<file path="config.mk">
export PLATFORM = sky130hd
export DESIGN_NAME = reversi_flow_ctrl
export DESIGN_NICKNAME = d
export VERILOG_FILES = /design/src/rtl/reversi_flow_ctrl.sv
export SDC_FILE = /design/constraint.sdc
export NUM_CORES = 1
export LEC_CHECK = 0
export CORE_MARGIN = 1
export CORE_UTILIZATION = 50
export CTS_CLUSTER_DIAMETER = 150
export DETAILED_ROUTE_END_ITERATION = 6
export GPL_ROUTABILITY_DRIVEN = 0
export PLACE_DENSITY = 0.74
export SYNTH_ARGS = -nofsm -noshare
export SYNTH_HDL_FRONTEND = slang
export SYNTH_SLANG_ARGS = --single-unit
</file>
<file path="constraint.sdc">
create_clock -name clk -period 2.9 [get_ports clk]
set_input_delay 0.725 -clock clk [delete_from_list [all_inputs] [get_ports clk]]
set_output_delay 0.725 -clock clk [all_outputs]
set_load 0.02 [all_outputs]
</file>
<file path="src/rtl/reversi_flow_ctrl.sv">
// Reversi game-flow controller: sequences datapath ops over a start/done handshake
// and owns the cursor, the current player and the invalid-move message timer.
module reversi_flow_ctrl #(
    parameter int BOARD_N    = 8,
    parameter int CW         = 3,
    parameter int MSG_CYCLES = 50_000_000,
    parameter int WRAP       = 1
) (
    input  logic          clk,
    input  logic          resetn,
    input  logic          key_enter,
    input  logic          key_right,
    input  logic          key_left,
    input  logic          key_up,
    input  logic          key_down,
    input  logic          op_done,
    input  logic          valid_move,
    input  logic          has_turn,
    output logic          op_start,
    output logic [3:0]    op_code,
    output logic          write_en,
    output logic [CW-1:0] cursor_x,
    output logic [CW-1:0] cursor_y,
    output logic          player,
    output logic          game_over,
    output logic [4:0]    state_o
);

    localparam int            TW   = (MSG_CYCLES > 1) ? $clog2(MSG_CYCLES) : 1;
    localparam logic [CW-1:0] MAXC = CW'(BOARD_N - 1);
    localparam logic [TW-1:0] LAST = TW'(MSG_CYCLES - 1);

    typedef enum logic [4:0] {
        BOOT, DRAW_BOARD, DRAW_INIT, DRAW_CUR, WAIT_INPUT, MOVE_ERASE,
        CHECK, PLACE, FLIP, SCORE, OPP, CUR, SWITCH, INV_SHOW, INV_HOLD,
        INV_ERASE, END_ERASE, WIN, WIN_WAIT, CLEAR
    } state_t;

    typedef enum logic [1:0] {DIR_R, DIR_L, DIR_U, DIR_D} dir_t;

    state_t        state, nxt;
    dir_t          dir, keyDir;
    logic          keyDirValid, blocked, doneSeen;
    logic [TW-1:0] timer;

    function automatic logic [3:0] opOf(input state_t s);
        case (s)
            DRAW_BOARD:           return 4'd1;
            DRAW_INIT:            return 4'd2;
            DRAW_CUR:             return 4'd3;
            MOVE_ERASE,END_ERASE: return 4'd4;
            CHECK:                return 4'd5;
            PLACE:                return 4'd6;
            FLIP:                 return 4'd7;
            SCORE:                return 4'd8;
            OPP:                  return 4'd9;
            CUR:                  return 4'd10;
            INV_SHOW:             return 4'd11;
            INV_ERASE:            return 4'd12;
            WIN:                  return 4'd13;
            CLEAR:                return 4'd14;
            default:              return 4'd0;
        endcase
    endfunction

    // Only pure queries (check, score, turn checks) leave the frame buffer alone.
    function automatic logic weOf(input logic [3:0] c);
        return !(c == 4'd0 || c == 4'd5 || c == 4'd8 || c == 4'd9 || c == 4'd10);
    endfunction

    // op_done in the start cycle belongs to no op we issued yet.
    assign doneSeen = op_done && !op_start;
    assign state_o  = state;

    always_comb begin
        keyDir      = DIR_R;
        keyDirValid = 1'b1;
        if (key_right)      keyDir = DIR_R;
        else if (key_left)  keyDir = DIR_L;
        else if (key_up)    keyDir = DIR_U;
        else if (key_down)  keyDir = DIR_D;
        else                keyDirValid = 1'b0;

        blocked = 1'b0;
        if (WRAP == 0) begin
            case (keyDir)
                DIR_R:   blocked = (cursor_x == MAXC);
                DIR_L:   blocked = (cursor_x == '0);
                DIR_U:   blocked = (cursor_y == '0);
                default: blocked = (cursor_y == MAXC);
            endcase
        end
    end

    always_comb begin
        nxt = state;
        case (state)
            BOOT:       nxt = DRAW_BOARD;
            DRAW_BOARD: if (doneSeen) nxt = DRAW_INIT;
            DRAW_INIT:  if (doneSeen) nxt = DRAW_CUR;
            DRAW_CUR:   if (doneSeen) nxt = WAIT_INPUT;
            WAIT_INPUT: begin
                if (key_enter)                    nxt = CHECK;
                else if (keyDirValid && !blocked) nxt = MOVE_ERASE;
            end
            MOVE_ERASE: if (doneSeen) nxt = DRAW_CUR;
            CHECK:      if (doneSeen) nxt = valid_move ? PLACE : INV_SHOW;
            PLACE:      if (doneSeen) nxt = FLIP;
            FLIP:       if (doneSeen) nxt = SCORE;
            SCORE:      if (doneSeen) nxt = OPP;
            OPP:        if (doneSeen) nxt = has_turn ? SWITCH : CUR;
            SWITCH:     nxt = DRAW_CUR;
            CUR:        if (doneSeen) nxt = has_turn ? DRAW_CUR : END_ERASE;
            INV_SHOW:   if (doneSeen) nxt = INV_HOLD;
            INV_HOLD:   if (timer == LAST) nxt = INV_ERASE;
            INV_ERASE:  if (doneSeen) nxt = WAIT_INPUT;
            END_ERASE:  if (doneSeen) nxt = WIN;
            WIN:        if (doneSeen) nxt = WIN_WAIT;
            WIN_WAIT:   if (key_enter) nxt = CLEAR;
            CLEAR:      if (doneSeen) nxt = DRAW_BOARD;
            default:    nxt = BOOT;
        endcase
    end

    always_ff @(posedge clk or negedge resetn) begin
        if (!resetn) begin
            state     <= BOOT;
            op_start  <= 1'b0;
            op_code   <= 4'd0;
            write_en  <= 1'b0;
            cursor_x  <= '0;
            cursor_y  <= '0;
            player    <= 1'b0;
            game_over <= 1'b0;
            timer     <= '0;
            dir       <= DIR_R;
        end else begin
            state    <= nxt;
            op_start <= (nxt != state) && (opOf(nxt) != 4'd0);
            op_code  <= opOf(nxt);
            write_en <= weOf(opOf(nxt));

            if (state == WAIT_INPUT && nxt == MOVE_ERASE)
                dir <= keyDir;

            // Explicit edge compares so non-power-of-2 boards wrap correctly.
            if (state == MOVE_ERASE && doneSeen) begin
                case (dir)
                    DIR_R:   cursor_x <= (cursor_x == MAXC) ? '0 : cursor_x + CW'(1);
                    DIR_L:   cursor_x <= (cursor_x == '0) ? MAXC : cursor_x - CW'(1);
                    DIR_U:   cursor_y <= (cursor_y == '0) ? MAXC : cursor_y - CW'(1);
                    default: cursor_y <= (cursor_y == MAXC) ? '0 : cursor_y + CW'(1);
                endcase
            end

            if (state == INV_HOLD)
                timer <= (timer == LAST) ? '0 : timer + TW'(1);

            if (state == SWITCH)
                player <= ~player;

            if (state == CUR && nxt == END_ERASE)
                game_over <= 1'b1;

            if (state == CLEAR && doneSeen) begin
                cursor_x  <= '0;
                cursor_y  <= '0;
                player    <= 1'b0;
                game_over <= 1'b0;
            end
        end
    end

endmodule

</file>
# ---- Word-level counts from Yosys, hierarchy flattened
# Memories as Yosys holds them, arrays and structs flattened. A register that Yosys moved wholly into a read port is not among the register bits.
# Index checks and enable logic that the tools add are counted.
dict set report totals {
  romBits 384
  ff_bits 43
  in_bits 10
  memories 3
}
dict set report op_classes {
  eq_ne 32
  add_sub_neg 5
  mux 44
  bitwise 1
  reduce_logical 28
}
# memory words word_bits rd rd_clocked_by_memory_dff wr line_no
set mem_list {}
lappend mem_list {{(no name shown)} 32 4 1 0 0 47} ;# case (s)
lappend mem_list {{(no name shown)} 32 4 1 1 0 47}
lappend mem_list {{(no name shown)} 32 4 1 0 0 47}
# cell n
set op_table {}
lappend op_table {{$mux 5} 18}
lappend op_table {{$pmux 5 s18} 1}
lappend op_table {{$eq 5x4->1 const B} 8}
lappend op_table {{$mux 3} 9}
lappend op_table {{$add 26x1->26 const B} 1}
lappend op_table {{$eq 26x26->1 const B} 1}
lappend op_table {{$mux 26} 1}
lappend op_table {{$eq 5x3->1 const B} 5}
lappend op_table {{$eq 5x5->1 const B} 5}
lappend op_table {{$eq 4x4->1 const B} 3}
lappend op_table {{$pmux 3 s2} 2}
lappend op_table {{$eq 5x2->1 const B} 2}
lappend op_table {{$mux 1} 8}
lappend op_table {{$mux 2} 4}
lappend op_table {{$add 3x1->3 const B} 2}
lappend op_table {{$eq 3x3->1 const B} 2}
lappend op_table {{$logic_and 1x1->1} 6}
lappend op_table {{$logic_not 3->1} 2}
lappend op_table {{$reduce_bool 2->1} 3}
lappend op_table {{$reduce_or 2->1} 3}
lappend op_table {{$sub 3x1->3 const B} 2}
lappend op_table {{$eq 5x1->1 const B} 1}
lappend op_table {{$logic_not 5->1} 1}
lappend op_table {{$ne 5x5->1} 1}
lappend op_table {{other kinds (13)} 19}

# ---- Logic depth before layout (Yosys ltp)
# An unclocked memory read counts as a cell.
dict set report logic_depth {
  depth_word 14
  ltp_mapped 14
  ltp_nobuf 12
}

# ---- Least setup slack after synthesis
# OpenSTA, ideal clock, no wires.
dict set report synth_path {
  kind {input to register}
  from {in op_done}
  to {reg write_en}
  setup_time_ps 73
  stages 11
  path_buffers 0
  slack_ps -183
  arrival_ps 3009
  path_cell_list {and2b_2 a2111oi_0 o32a_1 nor4_4 inv_1 ha_1 o21ai_0 nor2_1 a311oi_1 nor4_1 a21oi_2}
}
dict set report synth_between {
  elab_chain_cells 10
  elab_cells_between_ends 26
  cone_classes {4 x eq/ne; 14 x mux; 7 x reduce/logical; 1 x memory}
}
# element line_no
set synth_rtl {}
lappend synth_rtl {{start: declaration} 16} ;# input logic op_done,
lappend synth_rtl {{$logic_and 1x1->1 (*)} 72} ;# assign doneSeen = op_done && !op_start;
lappend synth_rtl {{$mux 5, or another cell as far along} 120} ;# CLEAR: if (doneSeen) nxt = DRAW_BOARD;
lappend synth_rtl {{$pmux 5 s18 (*)} 97} ;# case (state)
lappend synth_rtl {{$mem_v2 32x4 (*)} -}
lappend synth_rtl {{$eq 4x3->1 / $logic_not 4->1 (equally long branches)} 68} ;# return !(c == 4'd0 || c == 4'd5 || c == 4'd8 || c == 4'd9 || c == 4'd10);
lappend synth_rtl {{$logic_or 1x1->1 (3 in a row)} 68}
lappend synth_rtl {{$logic_or 1x1->1 (*)} 68}
lappend synth_rtl {{$logic_not 1->1 (*)} 68}
lappend synth_rtl {{end signal: assignment} 141} ;# write_en <= weOf(opOf(nxt));
lappend synth_rtl {{end: declaration} 21} ;# output logic write_en,
# Mark *: on every way between the ends. The rest lies on a longest branch, timed or not.
# A chain may end at the register's enable or synchronous reset.

# ---- Worst setup path in the final report
# Ends and elaborated chain as after synthesis.

==> impl_metrics.yaml <==
worst_setup_path:
  crit_arrival_ns: 3.08
  worstPathMaxFanout: 6
  rr_endpoint: "write_en"
  r2r_cells: 12
  critPathCaptureType: "flop"
  critPathKind: "in -> reg"
  reg2reg_slack_ns: 0.06
  startpoint_type: "primary input"
  rr_startpoint: "state_o[1]"
  cp_data_required_time_ns: 3.14
detailed_routing:
  ant_nets: 0
  drt_iter0_markers: 146
  wire_per_inst_um: 14.49
  first_pass_iters: 4
  vias_per_cell: 5.607
  wl_um: 7160
  drt_drc_violations_left: 0
  vias: 2770
worst_hold_path:
  hp-class: "in -> async"
place:
  port_buffers: 28
  place_area_mm2: 0.003847
  dp_hpwl_um: 5286
  dp_worst_setup_slack_ns: -0.5790
  dp.cells: 472
logic_synthesis:
  synth_cells: 323
  syn_nets: 348
  ys_seq_area_share_pct: 38.83
  yosysWarnings: 0
  yosys.area.top_type: "dfrtp_1"
  netlist_area_mm2: 0.003029
  async_reset_ff_share_pct: 100.0
  ys_top_cells_by_area: "dfrtp_1 39%, ha_1 6.2%, xnor2_1 4.0%"
  ys_types: 62
  synth_ff_type: "dfrtp_1"
  ys_ff_latch: 47
  synth.avg_cell_area_um2: 9.378
  yosysTopAreaCellShare_pct: 38.83
  synth-edff-count: 0
cts:
  htreeDepth: 2
  cts_root_buf: "clkbuf_8"
  clock_path_buffers: 2
  insertion_delay_ns: 0.31
  cts_sinks: 47
  hold_buffers: 0
  clk_pin_slew_ns: 0.10
  cts_tree: "done"
  numCtsBuffers: 5
timing:
  final.period_utilization_pct: 97.95
  max_freq_mhz: 352.0
  tightest_slew_ns: 0.4186
  hold_viol: 0
  hold_ws_ns: 0.3913
  finClkSkew_ns: 0.01103
  fin_ws_ns: 0.05948
  maxSlewViolCount: 0
  setup_violations: 0
  fin_setup_tns_ns: 0
  period_needed_ns: 2.841
  max_slew_margin_pct: 71.37
finish:
  stdcell_area_mm2: 0.004091
  antenna_cells: 0
  stdcell_count: 494
  area_growth_pct: 35.07
  nNetsFinal: 446
  drive_gt1_share_pct: 28.44
status:
  status: "complete, no violations"
global_route:
  antenna_found_initial: 0
  grt_pass1_vias: 2578
  grtUsageTotal_pct: 23.79
  grt_first_pass_wirelength_um: 11940
  gr-total-overflow: 0
  grt_max_degree: 25
die:
  coreArea_mm2: 0.005675
  num_rows: 27
  die_width_um: 79.84
  start_util_pct: 53.37
  pin_count: 29
  dieArea_mm2: 0.006374
  die_y_um: 79.84
pwr:
  p_switching_mw: 1.491
  powerDensity_mw_per_mm2: 899.1
  power.share.sequential_pct: 25.7
  p_comb_share_pct: 63.2
  p_int_mw: 2.188
  p_sw_share_pct: 40.53
  vdd.ir_drop.worst_mv: 0.8335
  p_clk_share_pct: 11.1
  leakage_nw: 1.832
job:
  drv_cap: 0
[how the worst max path moves through the flow]
stage,start,endpoint,slack (ns),cells after the start
finish,op_done,write_en,0.06,14
global route,state_o[0],write_en,-0.09,12
CTS,op_done,op_start,0.004,14
detailed placement,op_done,write_en,-0.58,13
global placement,op_done,write_en,-0.50,12
floorplan,op_done,write_en,-0.02,11
[flip-flops by register name, indices dropped and copies added, names as in the netlist]
name	count
cursor_x	3
cursor_y	3
dir	2
game_over	1
op_code	4
op_start	1
player	1
state_o	5
timer	26
write_en	1
[critical path, stage by stage]
cell      delay, ns
buf_2          0.14
nand2b_1       0.10
buf_4          0.14
or4_1          0.41
a31oi_2        0.25
nor4_4         0.09
inv_2          0.11
buf_6          0.11
ha_1           0.13
nand2_1        0.05
a31oi_1        0.21
nand2_1        0.15
maj3_2         0.34
a21oi_2        0.13
[per-layer routing]
layer  wire (um)  GRT usage, %  vias up
li1            -             -     1364
met1        3370         32.83     1328
met2        3404         38.46       60
met3         245         3.657       18
met4         139         6.607        0
met5           0             0        -
[logic make-up after synthesis]
group | count (synthesis) | synth area share [%]
simple gates | 145 | 28.50
fa+ha+maj | 16 | 6.568
buf+inv | 29 | 4.130
compound gates | 60 | 14.33
flops | 47 | 38.83
mux | 3 | 0.9914
xor+xnor | 23 | 6.650
[cell type report]
cell class | count | area [um2]
clock buffers | 5 | 68.82
multi-input cells | 247 | 1815
fillers | 419 | 1584
inverters | 17 | 63.81
well taps | 72 | 90.09
clock inverters | 3 | 23.77
repair buffers | 103 | 845.8
flip-flops and latches | 47 | 1184
[synth_stat cells (4+ instances only)]
cell type  number
nor4_1          6
nor3_1          6
buf_2           7
nor2_1         27
nand2_1        28
nand3_1        12
a21oi_1        13
or3_1           6
xnor2_1        14
nor2b_1         9
o21ai_0        13
nor3b_1         4
xor2_1          9
and3_1          5
nand2b_1       12
a211oi_1        6
nand3b_1        4
clkbuf_1        4
nand4_1         5
dfrtp_1        47
ha_1           15
inv_1          16
[metrics by stage]
| step | power [mW] | util, % |
|---|---|---|
| 2_1_floorplan | 2.180 | - |
| 3_3_place_gp | 3.011 | 67.79 |
| 3_5_place_dp | 3.060 | 67.79 |
| 4_1_cts | 3.486 | 69.51 |
| 5_1_grt | 3.960 | 72.09 |
| 6_report | 3.679 | 72.09 |
[cells in the final DEF (no fill, tap or decap), types with 6 or more instances in the layout]
master and n:
xor2_1 9, o21ai_0 11, nand2_1 28, ha_1 13, nand3_1 12, buf_4 72
or3_1 6, dfrtp_2 6, clkdlybuf4s50_1 20, nor3_1 6, inv_1 15, nor2_1 26
a21oi_1 13, xnor2_1 14, nand2b_1 11, dfrtp_1 41, nor2b_1 9
[power groups by stage]
stage               Clock [mW]  Combinational (mW)  Sequential, mW
floorplan                    0                1.17            1.01
global placement             0                2.04           0.966
detailed placement           0                2.09           0.969
CTS                      0.424                2.11           0.957
global route             0.449                2.54           0.965
finish                   0.408                2.33           0.944
[what timing repair did]
action | in CTS | in global routing
setup endpoints to repair | 7 | 6
pin swaps | 2 | 19
gates resized for setup | 4 | 27
buffers inserted | 0 | 14
No activity file was read; power rests on OpenSTA's default activity.
